--- config.mk ---
export PLATFORM = sky130hd
export DESIGN_NAME = mem_bus_arbiter
export DESIGN_NICKNAME = d
export VERILOG_FILES = /design/src/rtl/mem_bus_arbiter.sv
export SDC_FILE = /design/constraint.sdc
export NUM_CORES = 1
export LEC_CHECK = 0
export CORE_AREA = 2 2 123 125
export CTS_CLUSTER_DIAMETER = 100
export DETAILED_ROUTE_END_ITERATION = 8
export DIE_AREA = 0 0 125 127
export GPL_ROUTABILITY_DRIVEN = 0
export HOLD_SLACK_MARGIN = 0.05
export SLEW_MARGIN = 20
export SYNTH_ARGS = -nofsm -noshare
export SYNTH_HDL_FRONTEND = slang
export SYNTH_SLANG_ARGS = --single-unit
export TNS_END_PERCENT = 100
--- constraint.sdc ---
create_clock -name clk -period 2.3 [get_ports clk]
set_clock_uncertainty 0.05 [all_clocks]
set_input_delay 0.23 -clock clk [delete_from_list [all_inputs] [get_ports clk]]
set_output_delay 0.23 -clock clk [all_outputs]
set_load 0.03 [all_outputs]
--- src/rtl/mem_bus_arbiter.sv ---
// Two-master round-robin arbiter for the shared picorv32 RAM port.
// It grants one transaction at a time and answers a stalled RAM with a bus-error response.
module mem_bus_arbiter #(
  parameter int ADDR_WIDTH = 32,
  parameter int TIMEOUT    = 255
) (
  input  logic                  clk,
  input  logic                  resetn,
  input  logic                  m0_valid,
  input  logic [ADDR_WIDTH-1:0] m0_addr,
  input  logic [31:0]           m0_wdata,
  input  logic [3:0]            m0_wstrb,
  output logic [31:0]           m0_rdata,
  output logic                  m0_ready,
  output logic                  m0_err,
  input  logic                  m1_valid,
  input  logic [ADDR_WIDTH-1:0] m1_addr,
  input  logic [31:0]           m1_wdata,
  input  logic [3:0]            m1_wstrb,
  output logic [31:0]           m1_rdata,
  output logic                  m1_ready,
  output logic                  m1_err,
  output logic                  s_valid,
  output logic [ADDR_WIDTH-1:0] s_addr,
  output logic [31:0]           s_wdata,
  output logic [3:0]            s_wstrb,
  input  logic [31:0]           s_rdata,
  input  logic                  s_ready,
  output logic                  owner,
  output logic                  busy,
  output logic [7:0]            err_count
);

  localparam logic [15:0] TMO_LIMIT  = 16'(TIMEOUT);
  localparam logic        TMO_ENABLE = (TIMEOUT != 0);
  localparam logic [31:0] ERR_RDATA  = 32'hDEADBEEF;

  typedef enum logic {
    IDLE = 1'b0,
    BUSY = 1'b1
  } arbState_t;

  arbState_t r_state;
  arbState_t w_nextState;

  logic        r_owner;
  logic        r_lastOwner;
  logic [15:0] r_tmoCnt;
  logic [7:0]  r_errCount;

  logic                  w_ownerValid;
  logic [ADDR_WIDTH-1:0] w_ownerAddr;
  logic [31:0]           w_ownerWdata;
  logic [3:0]            w_ownerWstrb;
  logic                  w_grant;
  logic                  w_winner;
  logic                  w_abort;
  logic                  w_complete;
  logic                  w_timeout;
  logic                  w_ready;
  logic [31:0]           w_rdata;

  assign w_ownerValid = r_owner ? m1_valid : m0_valid;
  assign w_ownerAddr  = r_owner ? m1_addr  : m0_addr;
  assign w_ownerWdata = r_owner ? m1_wdata : m0_wdata;
  assign w_ownerWstrb = r_owner ? m1_wstrb : m0_wstrb;

  // On contention the master that did not finish the previous transaction wins.
  assign w_grant  = (r_state == IDLE) && (m0_valid || m1_valid);
  assign w_winner = (m0_valid && m1_valid) ? ~r_lastOwner : m1_valid;

  // s_ready beats the timeout, and a withdrawn request beats both.
  assign w_abort    = (r_state == BUSY) && !w_ownerValid;
  assign w_complete = (r_state == BUSY) && w_ownerValid && s_ready;
  assign w_timeout  = (r_state == BUSY) && w_ownerValid && !s_ready &&
                      TMO_ENABLE && (r_tmoCnt == TMO_LIMIT);

  assign w_ready = w_complete || w_timeout;
  assign w_rdata = w_timeout ? ERR_RDATA : s_rdata;

  assign owner     = r_owner;
  assign busy      = (r_state == BUSY);
  assign err_count = r_errCount;

  always_ff @(posedge clk or negedge resetn) begin
    if (!resetn) begin
      r_state <= IDLE;
    end else begin
      r_state <= w_nextState;
    end
  end

  always_comb begin
    w_nextState = r_state;
    case (r_state)
      IDLE: begin
        if (w_grant) begin
          w_nextState = BUSY;
        end
      end
      BUSY: begin
        if (w_abort || w_complete || w_timeout) begin
          w_nextState = IDLE;
        end
      end
      default: w_nextState = IDLE;
    endcase
  end

  always_ff @(posedge clk or negedge resetn) begin
    if (!resetn) begin
      r_owner     <= 1'b0;
      r_lastOwner <= 1'b1;
    end else begin
      if (w_grant) begin
        r_owner <= w_winner;
      end
      if (w_complete || w_timeout) begin
        r_lastOwner <= r_owner;
      end
    end
  end

  // The counter saturates so that a disabled timeout never wraps into a false match.
  always_ff @(posedge clk or negedge resetn) begin
    if (!resetn) begin
      r_tmoCnt <= 16'd0;
    end else if (w_grant) begin
      r_tmoCnt <= 16'd0;
    end else if ((r_state == BUSY) && !(w_abort || w_complete || w_timeout) &&
                 (r_tmoCnt != 16'hFFFF)) begin
      r_tmoCnt <= r_tmoCnt + 16'd1;
    end
  end

  always_ff @(posedge clk or negedge resetn) begin
    if (!resetn) begin
      r_errCount <= 8'd0;
    end else if (w_timeout && (r_errCount != 8'hFF)) begin
      r_errCount <= r_errCount + 8'd1;
    end
  end

  always_comb begin
    s_valid  = 1'b0;
    s_addr   = '0;
    s_wdata  = 32'd0;
    s_wstrb  = 4'd0;
    m0_ready = 1'b0;
    m0_err   = 1'b0;
    m0_rdata = 32'd0;
    m1_ready = 1'b0;
    m1_err   = 1'b0;
    m1_rdata = 32'd0;
    if (r_state == BUSY) begin
      s_valid = w_ownerValid && !w_timeout;
      s_addr  = w_ownerAddr;
      s_wdata = w_ownerWdata;
      s_wstrb = w_ownerWstrb;
      if (r_owner) begin
        m1_ready = w_ready;
        m1_err   = w_timeout;
        m1_rdata = w_rdata;
      end else begin
        m0_ready = w_ready;
        m0_err   = w_timeout;
        m0_rdata = w_rdata;
      end
    end
  end

endmodule
---- Word-level counts from Yosys, hierarchy flattened ----
Index checks and enable logic that the tools add are counted.
W data, S select, Z words.
cells by class
  add/sub/neg operators ................... 2
  equal/unequal tests ..................... 3
  muxes and demuxes ....................... 27
  bitwise gates (word level) .............. 2
  reduce and logical (&&, ||, !) cells .... 20
operator list
  kind                     count
  $mux W32                 9
  $mux W16                 2
  $add A16 B1 Y16 const B  1
  $eq A16 B8 Y1 const B    1
  $ne A16 B16 Y1 const B   1
  $mux W1                  13
  $logic_and A1 B1 Y1      11
  $add A8 B1 Y8 const B    1
  $mux W4                  2
  $ne A8 B8 Y1 const B     1
  $logic_not A1 Y1         4
  $logic_or A1 B1 Y1       4
  $not A1 Y1               2
  $pmux W1 S2              1
  $reduce_bool A2 Y1       1
word-level totals
  flip-flop bits (word level) ............. 27
  bits of input ports ..................... 173
  output and inout bits ................... 147
  word-level logic and storage cells ...... 59

---- Depth between registers and ports, before layout ----
Gate-level depths: netlist of the first run.
  depth after elaboration ................. 10
  depth in mapped cells ................... 7
  mapped depth without buffers ............ 6

---- Worst setup path before layout of the first run ----
No wires, ideal clock.
  path kind ............................... flip-flop to output port
  from .................................... register r_tmoCnt[13]
  to ...................................... output port m0_rdata[10]
  arrival time ............................ 2.417 ns
  required time ........................... 2.020 ns
  path slack .............................. -0.397 ns
  cell stages (with the launch flop) ...... 7
  buffers on the path ..................... 1
  cells stage by stage .................... dfrtp_1 or4_1 or4_4 nor2_4 buf_2 nor2_1 nor2_1
between the ends
  cells in the longest elaborated chain, start to end .. 5
ends and longest elaborated chain
  item                    RTL line  source
  start, declared         48        logic [15:0] r_tmoCnt;
  start signal, assigned  132       r_tmoCnt <= r_tmoCnt + 16'd1;
  $eq A16 B8 Y1           76        TMO_ENABLE && (r_tmoCnt == TMO_LIMIT);
  $logic_and A1 B1 Y1     76
  $mux W32                79        assign w_rdata = w_timeout ? ERR_RDATA : s_rdata;
  $mux W32                160       if (r_owner) begin
  $mux W32                155       if (r_state == BUSY) begin
  end, declared           13        output logic [31:0] m0_rdata,
No other way between the ends.

---- Worst setup path in the final report of the first run ----
  from .................................... register r_tmoCnt[13]
  to ...................................... output port m0_rdata[18]
Same word-level chain as after synthesis.

==> results of run 1 <==
## placed cells by master (no fill, tap or decap), types with 16 or more instances in the layout
cell type,instances
clkdlybuf4s50_1,201
dlygate4sd2_1,39
nor2_4,58
mux2i_1,75
nor2_1,81
buf_6,76
nand2_1,22
and3_4,16
buf_4,45
nor2_2,19
dfrtp_1,25
## flip-flops by register name, indices dropped and copies added, names as in the netlist
signal and cells:
busy 1, err_count 8, r_tmoCnt 16, owner 1, r_lastOwner 1
## final timing paths
| check | endpoint | slack, ns | depth (start not counted) |
|---|---|---|---|
| max in group asynchronous | r_lastOwner | 1.70 | 2 |
| setup / recovery | m0_rdata[18] | -0.48 | 8 |
| hold reg to reg | r_lastOwner | 0.47 | 1 |
| hold / removal | err_count[3] | 0.27 | 2 |
| setup reg to reg | err_count[7] | -0.36 | 9 |
| min in group clk | r_lastOwner | 0.47 | 1 |
## metrics by stage
stage | hold WS (ns) | std cells | total power [mW]
finish | 0.266 | 948 | 6.43
global route | 0.284 | 948 | 6.77
CTS | 0.279 | 937 | 6.36
detailed placement | 0.466 | 925 | 5.90
global placement | 0.452 | 925 | 5.89
floorplan | -0.116 | 404 | 3.73
## report_power, final
group,internal [mW],switching [mW]
Combinational,2.30,3.16
Clock,0.237,0.176
Sequential,0.525,0.0321
## final cells by class
class / instances / area, um^2
Fill cell: 1304 / 6690
Timing Repair Buffer: 382 / 3950
Multi-Input combinational cell: 349 / 2790
Sequential cell: 27 / 681
Tap cell: 184 / 230
Clock buffer: 3 / 75.1
Clock inverter: 1 / 7.51
Inverter: 2 / 7.51
## logic make-up (layout without fill, tap and decap cells)
logic type | count (synthesis) | count (layout) | synth area share
DFF | 27 | 27 | 0.231
buffers and inverters | 30 | 388 | 0.0398
muxes | 78 | 78 | 0.268
adders and majority gates | 2 | 2 | 0.00855
AOI/OAI and AO/OA | 15 | 15 | 0.0372
and+or+nand+nor | 242 | 244 | 0.385
xor gates and xnor gates | 10 | 10 | 0.0299
## repair_timing
| item | 4_1_cts | 5_1_grt |
|---|---|---|
| endpoints found under the setup margin | 115 | 95 |
| buffers inserted | 6 | 9 |
| gates cloned | 2 | 3 |
| gates resized for setup | 218 | 51 |
| pin swaps | 17 | 27 |
## per-layer routing
| metal | vias up | part of all wire | track usage |
|---|---|---|---|
| li1 | 2108 | - | - |
| met4 | 0 | 0.0028 | 0.00980 |
| met1 | 2007 | 0.41 | 0.252 |
| met2 | 166 | 0.50 | 0.348 |
| met3 | 4 | 0.085 | 0.0720 |
| met5 | - | 0 | 0 |
## worst max-delay path, stage by stage (launching register included)
cell     delay [ns]
dfrtp_1        0.40
or4_4          0.52
or4_4          0.59
nor2_4         0.13
buf_6          0.14
buf_12         0.12
nor2_2         0.07
nor2_4         0.11
buf_6          0.15
==> impl_metrics.env, run 1 <==
export IMPL_rsz0062_at_grt="true"
export IMPL_core_um2=14400
export IMPL_dieHeight_um=127
export IMPL_htree_levels=1
export IMPL_cts_tree="yes"
export IMPL_port_buffers=319
export IMPL_leakage_nw=3.49
export IMPL_tightestPinTransition_ns=0.725
export IMPL_setup_tns_final_ns=-30.39
export IMPL_fmax_ghz=0.360
export IMPL_ys_seq_area_frac=0.231
export IMPL_power_density_nw_per_um2=831
export IMPL_startpoint_type="flop"
export IMPL_hold_violations=0
export IMPL_rows=44
export IMPL_max_cap_violations=0
export IMPL_setup_viol=91
export IMPL_cp_arrival_ns=2.50
export IMPL_grt_pass1_vias=4331
export IMPL_syn_area_per_cell_um2=7.24
export IMPL_final_nets=940
export IMPL_drc=0
export IMPL_cts_root_buf="clkbuf_16"
export IMPL_endpoint_kind="primary output"
export IMPL_synth_async_reset_ratio=1.00
export IMPL_grt_max_degree=73
export IMPL_postSynthRegisterBits=27
export IMPL_stdcell_area_um2=7740
export IMPL_syn_nets=579
export IMPL_worstSkewPairLatency_ns=0.26
export IMPL_synth_most_common_cell="nor2_1"
export IMPL_synth_edff_count=0
export IMPL_final_layout_size_suffix_gt1_frac=0.344
export IMPL_cts_clk_slew_worst_paths_ns=0.07
export IMPL_post_drt_wl_per_cell_um=18.3
export IMPL_fin_crit_ns=2.78
export IMPL_die_area_um2=15900
export IMPL_dr_pass1_iters=4
export IMPL_timing_final_ws_setup_ns=-0.478
export IMPL_min_period_over_period=1.21
export IMPL_syn_area_um2=2930
export IMPL_synthCells=404
export IMPL_grt_pass1_wl_um=25500
export IMPL_dp_hpwl_um=14000
export IMPL_synth_ff_type="dfrtp_1"
export IMPL_critPathKind="flop to primary output"
export IMPL_area_growth_pct=164
export IMPL_diodes=0
export IMPL_slew_violations=0
export IMPL_violations="negative setup slack"
export IMPL_pre_cts_ws_ns=-0.314
export IMPL_worstSetupStartpoint="r_tmoCnt[13]"
export IMPL_floorplan_initialDensity=0.203
export IMPL_synth_top_area_cell="mux2i_1"
export IMPL_viasPerCell=4.52
export IMPL_synthTopCellsByArea="mux2i_1 (26%), dfrtp_1 (22%), nor2_1 (20%)"
export IMPL_synth_top_area_frac=0.260
export IMPL_cts_hold_buffers_added=0
export IMPL_num_vias=4285
export IMPL_yosysWarnings=0
export IMPL_min_path_type="input pin to asynchronous set/reset pin"
export IMPL_ant_nets=0
export IMPL_final_util=0.536
export IMPL_slew_headroom=0.517
export IMPL_cts_sinks=27
export IMPL_wl_um=17400
export IMPL_die_x_um=125
export IMPL_drtIter0Drc=196
export IMPL_dpl_cell_area_um2=7030
export IMPL_numCtsBuffers=3
export IMPL_synth_commonest_cells="nor2_1 (157), mux2i_1 (76), dfrtp_1 (26)"
export IMPL_grt_total_usage=0.200
export IMPL_r2r_start="r_tmoCnt[13]"
export IMPL_synth_distinct_cells=41
export IMPL_status="finished with violations"
export IMPL_antenna_found_initial=0
export IMPL_vdd_ir_drop_max_v=0.000436
export IMPL_io_pins=320
export IMPL_cp_max_fo=6
export IMPL_clk_path_buf_depth=2
export IMPL_grt_remaining_overflow=0
export IMPL_cp_required_ns=2.02
(Power assumes the default switching activity.)
==> inputs of run 2 (changes only) <==
--- a/config.mk
+++ b/config.mk
@@ -11,3 +11,2 @@
 export DIE_AREA = 0 0 125 127
-export GPL_ROUTABILITY_DRIVEN = 0
 export HOLD_SLACK_MARGIN = 0.05
==> constraint.sdc (replaced) <==
create_clock -name clk -period 2.3 [get_ports clk]
set_clock_uncertainty 0.05 [all_clocks]
set_input_delay 0.345 -clock clk [delete_from_list [all_inputs] [get_ports clk]]
set_output_delay 0.345 -clock clk [all_outputs]
set_load 0.03 [all_outputs]
==> impl_metrics.env, run 2 (synthesis gave the netlist of run 1 again) <==
export IMPL_setup_viol=77
export IMPL_seqCellArea_um2=681
export IMPL_ant_nets=0
export IMPL_rows=44
export IMPL_power_density_nw_per_um2=866
export IMPL_status="finished with violations"
export IMPL_core_um2=14400
export IMPL_max_cap_violations=0
export IMPL_drtIter0Drc=181
export IMPL_cts_tree="yes"
export IMPL_floorplan_initialDensity=0.203
export IMPL_violations="negative setup slack"
export IMPL_grt_pass1_wl_um=24200
export IMPL_antenna_found_initial=2
export IMPL_fmax_ghz=0.349
export IMPL_startpoint_type="flop"
export IMPL_timing_critical_path_buf_inv=2
export IMPL_hold_violations=0
export IMPL_critPathMaxStageDelay_ns=0.59
export IMPL_dp_hpwl_um=13600
export IMPL_leakage_nw=3.39
export IMPL_slowest_stage="or4_4"
export IMPL_p_total_mw=6.47
export IMPL_p_comb_frac=0.850
export IMPL_dieHeight_um=127
export IMPL_area_growth_pct=155
export IMPL_drc=0
export IMPL_timing_final_ws_setup_ns=-0.564
export IMPL_gp_congestion=0.906
export IMPL_endpoint_kind="primary output"
export IMPL_final_nets=931
export IMPL_final_common_cell="clkdlybuf4s50_1"
export IMPL_crit_chain="or4_4, or4_4, nor2_4, buf_12, nor2_1, nor2_4, buf_4"
export IMPL_num_vias=4253
export IMPL_r2r_cells=7
export IMPL_grt_total_usage=0.190
export IMPL_cts_sinks=27
export IMPL_final_cells=940
export IMPL_largest_register_ffs=16
export IMPL_grt_pass1_vias=4230
export IMPL_dr_pass1_iters=4
export IMPL_post_drt_wl_per_cell_um=17.4
export IMPL_r2r_end="err_count[7]"
export IMPL_wl_um=16400
export IMPL_final_layout_size_suffix_gt1_frac=0.356
export IMPL_slew_violations=0
export IMPL_min_path_type="input pin to asynchronous set/reset pin"
export IMPL_multi_input_area_um2=2690
export IMPL_cp_required_ns=1.90
export IMPL_p_switching_mw=3.35
export IMPL_cts_root_buf="clkbuf_16"
export IMPL_cp_max_fo=18
export IMPL_htree_levels=1
export IMPL_switching_share=0.518
export IMPL_min_period_over_period=1.25
export IMPL_cts_clk_slew_worst_paths_ns=0.07
export IMPL_cp_arrival_ns=2.47
export IMPL_slew_headroom=0.620
export IMPL_mostFrequentLayoutCells="clkdlybuf4s50_1 (182), buf_4 (102), nor2_1 (94), mux2i_1 (76), nor2_4 (55)"
export IMPL_p_int_mw=3.12
export IMPL_viasPerCell=4.52
export IMPL_grt_remaining_overflow=0
export IMPL_numCtsBuffers=3
export IMPL_die_x_um=125
export IMPL_clk_path_buf_depth=2
export IMPL_largest_register="r_tmoCnt"
export IMPL_port_buffers=319
export IMPL_vdd_ir_drop_max_v=0.000432
export IMPL_tightestPinTransition_ns=0.568
export IMPL_worstSkewPairLatency_ns=0.27
export IMPL_rsz0062_at_grt="true"
export IMPL_placed_cells=924
export IMPL_fin_crit_ns=2.86
export IMPL_clkPwrFrac=0.063
export IMPL_io_pins=320
export IMPL_grt_max_degree=65
export IMPL_r2r_start="r_tmoCnt[10]"
export IMPL_r2r_slack_ns=-0.25
export IMPL_critPathTopFamily="simple AND/OR/NAND/NOR gates"
export IMPL_seq_power_share=0.087
export IMPL_nFillCells=1349
export IMPL_critPathKind="flop to primary output"
export IMPL_die_area_um2=15900
## run 2: cell types whose count changed in the layout (fill, tap and decap cells not counted), moves of 2 or more
cell	previous run	this run
buf_12	13	26
buf_6	76	36
dlygate4sd2_1	39	27
dlymetal6s2s_1	4	1
nor2_4	58	55
nand2_1	22	24
nor2_1	81	94
nand2_4	2	0
clkdlybuf4s50_1	201	182
buf_4	45	102
nor2_2	19	9
## run 2: stage by stage
| step | utilization | hold slack [ns] | setup slack [ns] | setup TNS (ns) | instance area [um^2] |
|---|---|---|---|---|---|
| after floorplan | - | -0.000591 | -0.274 | -12.47 | 3460 |
| after global placement | 0.497 | 0.449 | -0.274 | -17.80 | 7170 |
| after detailed placement | 0.497 | 0.457 | -0.310 | -18.53 | 7170 |
| after CTS | 0.512 | 0.420 | -0.585 | -33.67 | 7390 |
| after global routing | 0.518 | 0.454 | -0.652 | -43.07 | 7470 |
| final | 0.518 | 0.402 | -0.564 | -36.92 | 7470 |
## run 2: worst max-delay path by stage
stage                       from  cells after the start            to  slack [ns]
global route        r_tmoCnt[10]                      7   m0_rdata[9]       -0.65
floorplan           r_tmoCnt[10]                      6  m0_rdata[19]       -0.27
finish              r_tmoCnt[10]                      7   m1_rdata[1]       -0.56
detailed placement  r_tmoCnt[15]                      7  m1_rdata[25]       -0.31
CTS                 r_tmoCnt[10]                      7   m0_rdata[2]       -0.58
global placement    r_tmoCnt[10]                      7  m1_rdata[27]       -0.27
## run 2: what timing repair did
item | CTS | global route
cloned | 1 | 2
gates resized for setup | 56 | 17
setup endpoints to repair | 97 | 81
buffers inserted | 5 | 4
pin swaps | 18 | 7
hold buffers | 0 | 0
## run 2: per-layer routing
layer | vias up | global-route usage | wire length, um
li1 | 2087 | - | -
met1 | 1957 | 0.228 | 6350
met2 | 193 | 0.344 | 8410
met3 | 16 | 0.0611 | 1380
met4 | 0 | 0.0229 | 248
met5 | - | 0 | 0
## run 2: area by class of cell
class,count,share of cell area
Timing Repair Buffer,375,0.507
Antenna cell,1,0.000335
Clock buffer,4,0.0105
Multi-Input combinational cell,347,0.359
Sequential cell,27,0.0911
Inverter,2,0.00100
Tap cell,184,0.0308
## run 2: worst reg2reg max path: stages (launching register included)
cell	delay [ns]
dfrtp_1	0.38
or4_4	0.54
or4_4	0.59
nor2_4	0.17
buf_12	0.17
buf_4	0.13
nand4_1	0.11
mux2_4	0.31
## run 2: power groups by stage
stage | clock (mW) | sequential (mW) | combinational (mW)
floorplan | 0 | 0.594 | 3.20
global placement | 0 | 0.573 | 5.55
detailed placement | 0 | 0.574 | 5.58
CTS | 0.418 | 0.567 | 5.55
global route | 0.443 | 0.572 | 5.79
finish | 0.408 | 0.564 | 5.50
==> inputs of run 3 (changes only) <==
Settings changed: CAP_MARGIN from default to 10.
==> results of run 3 <==
Same layout as run 2: the final DEF is identical, and so are final timing and power.
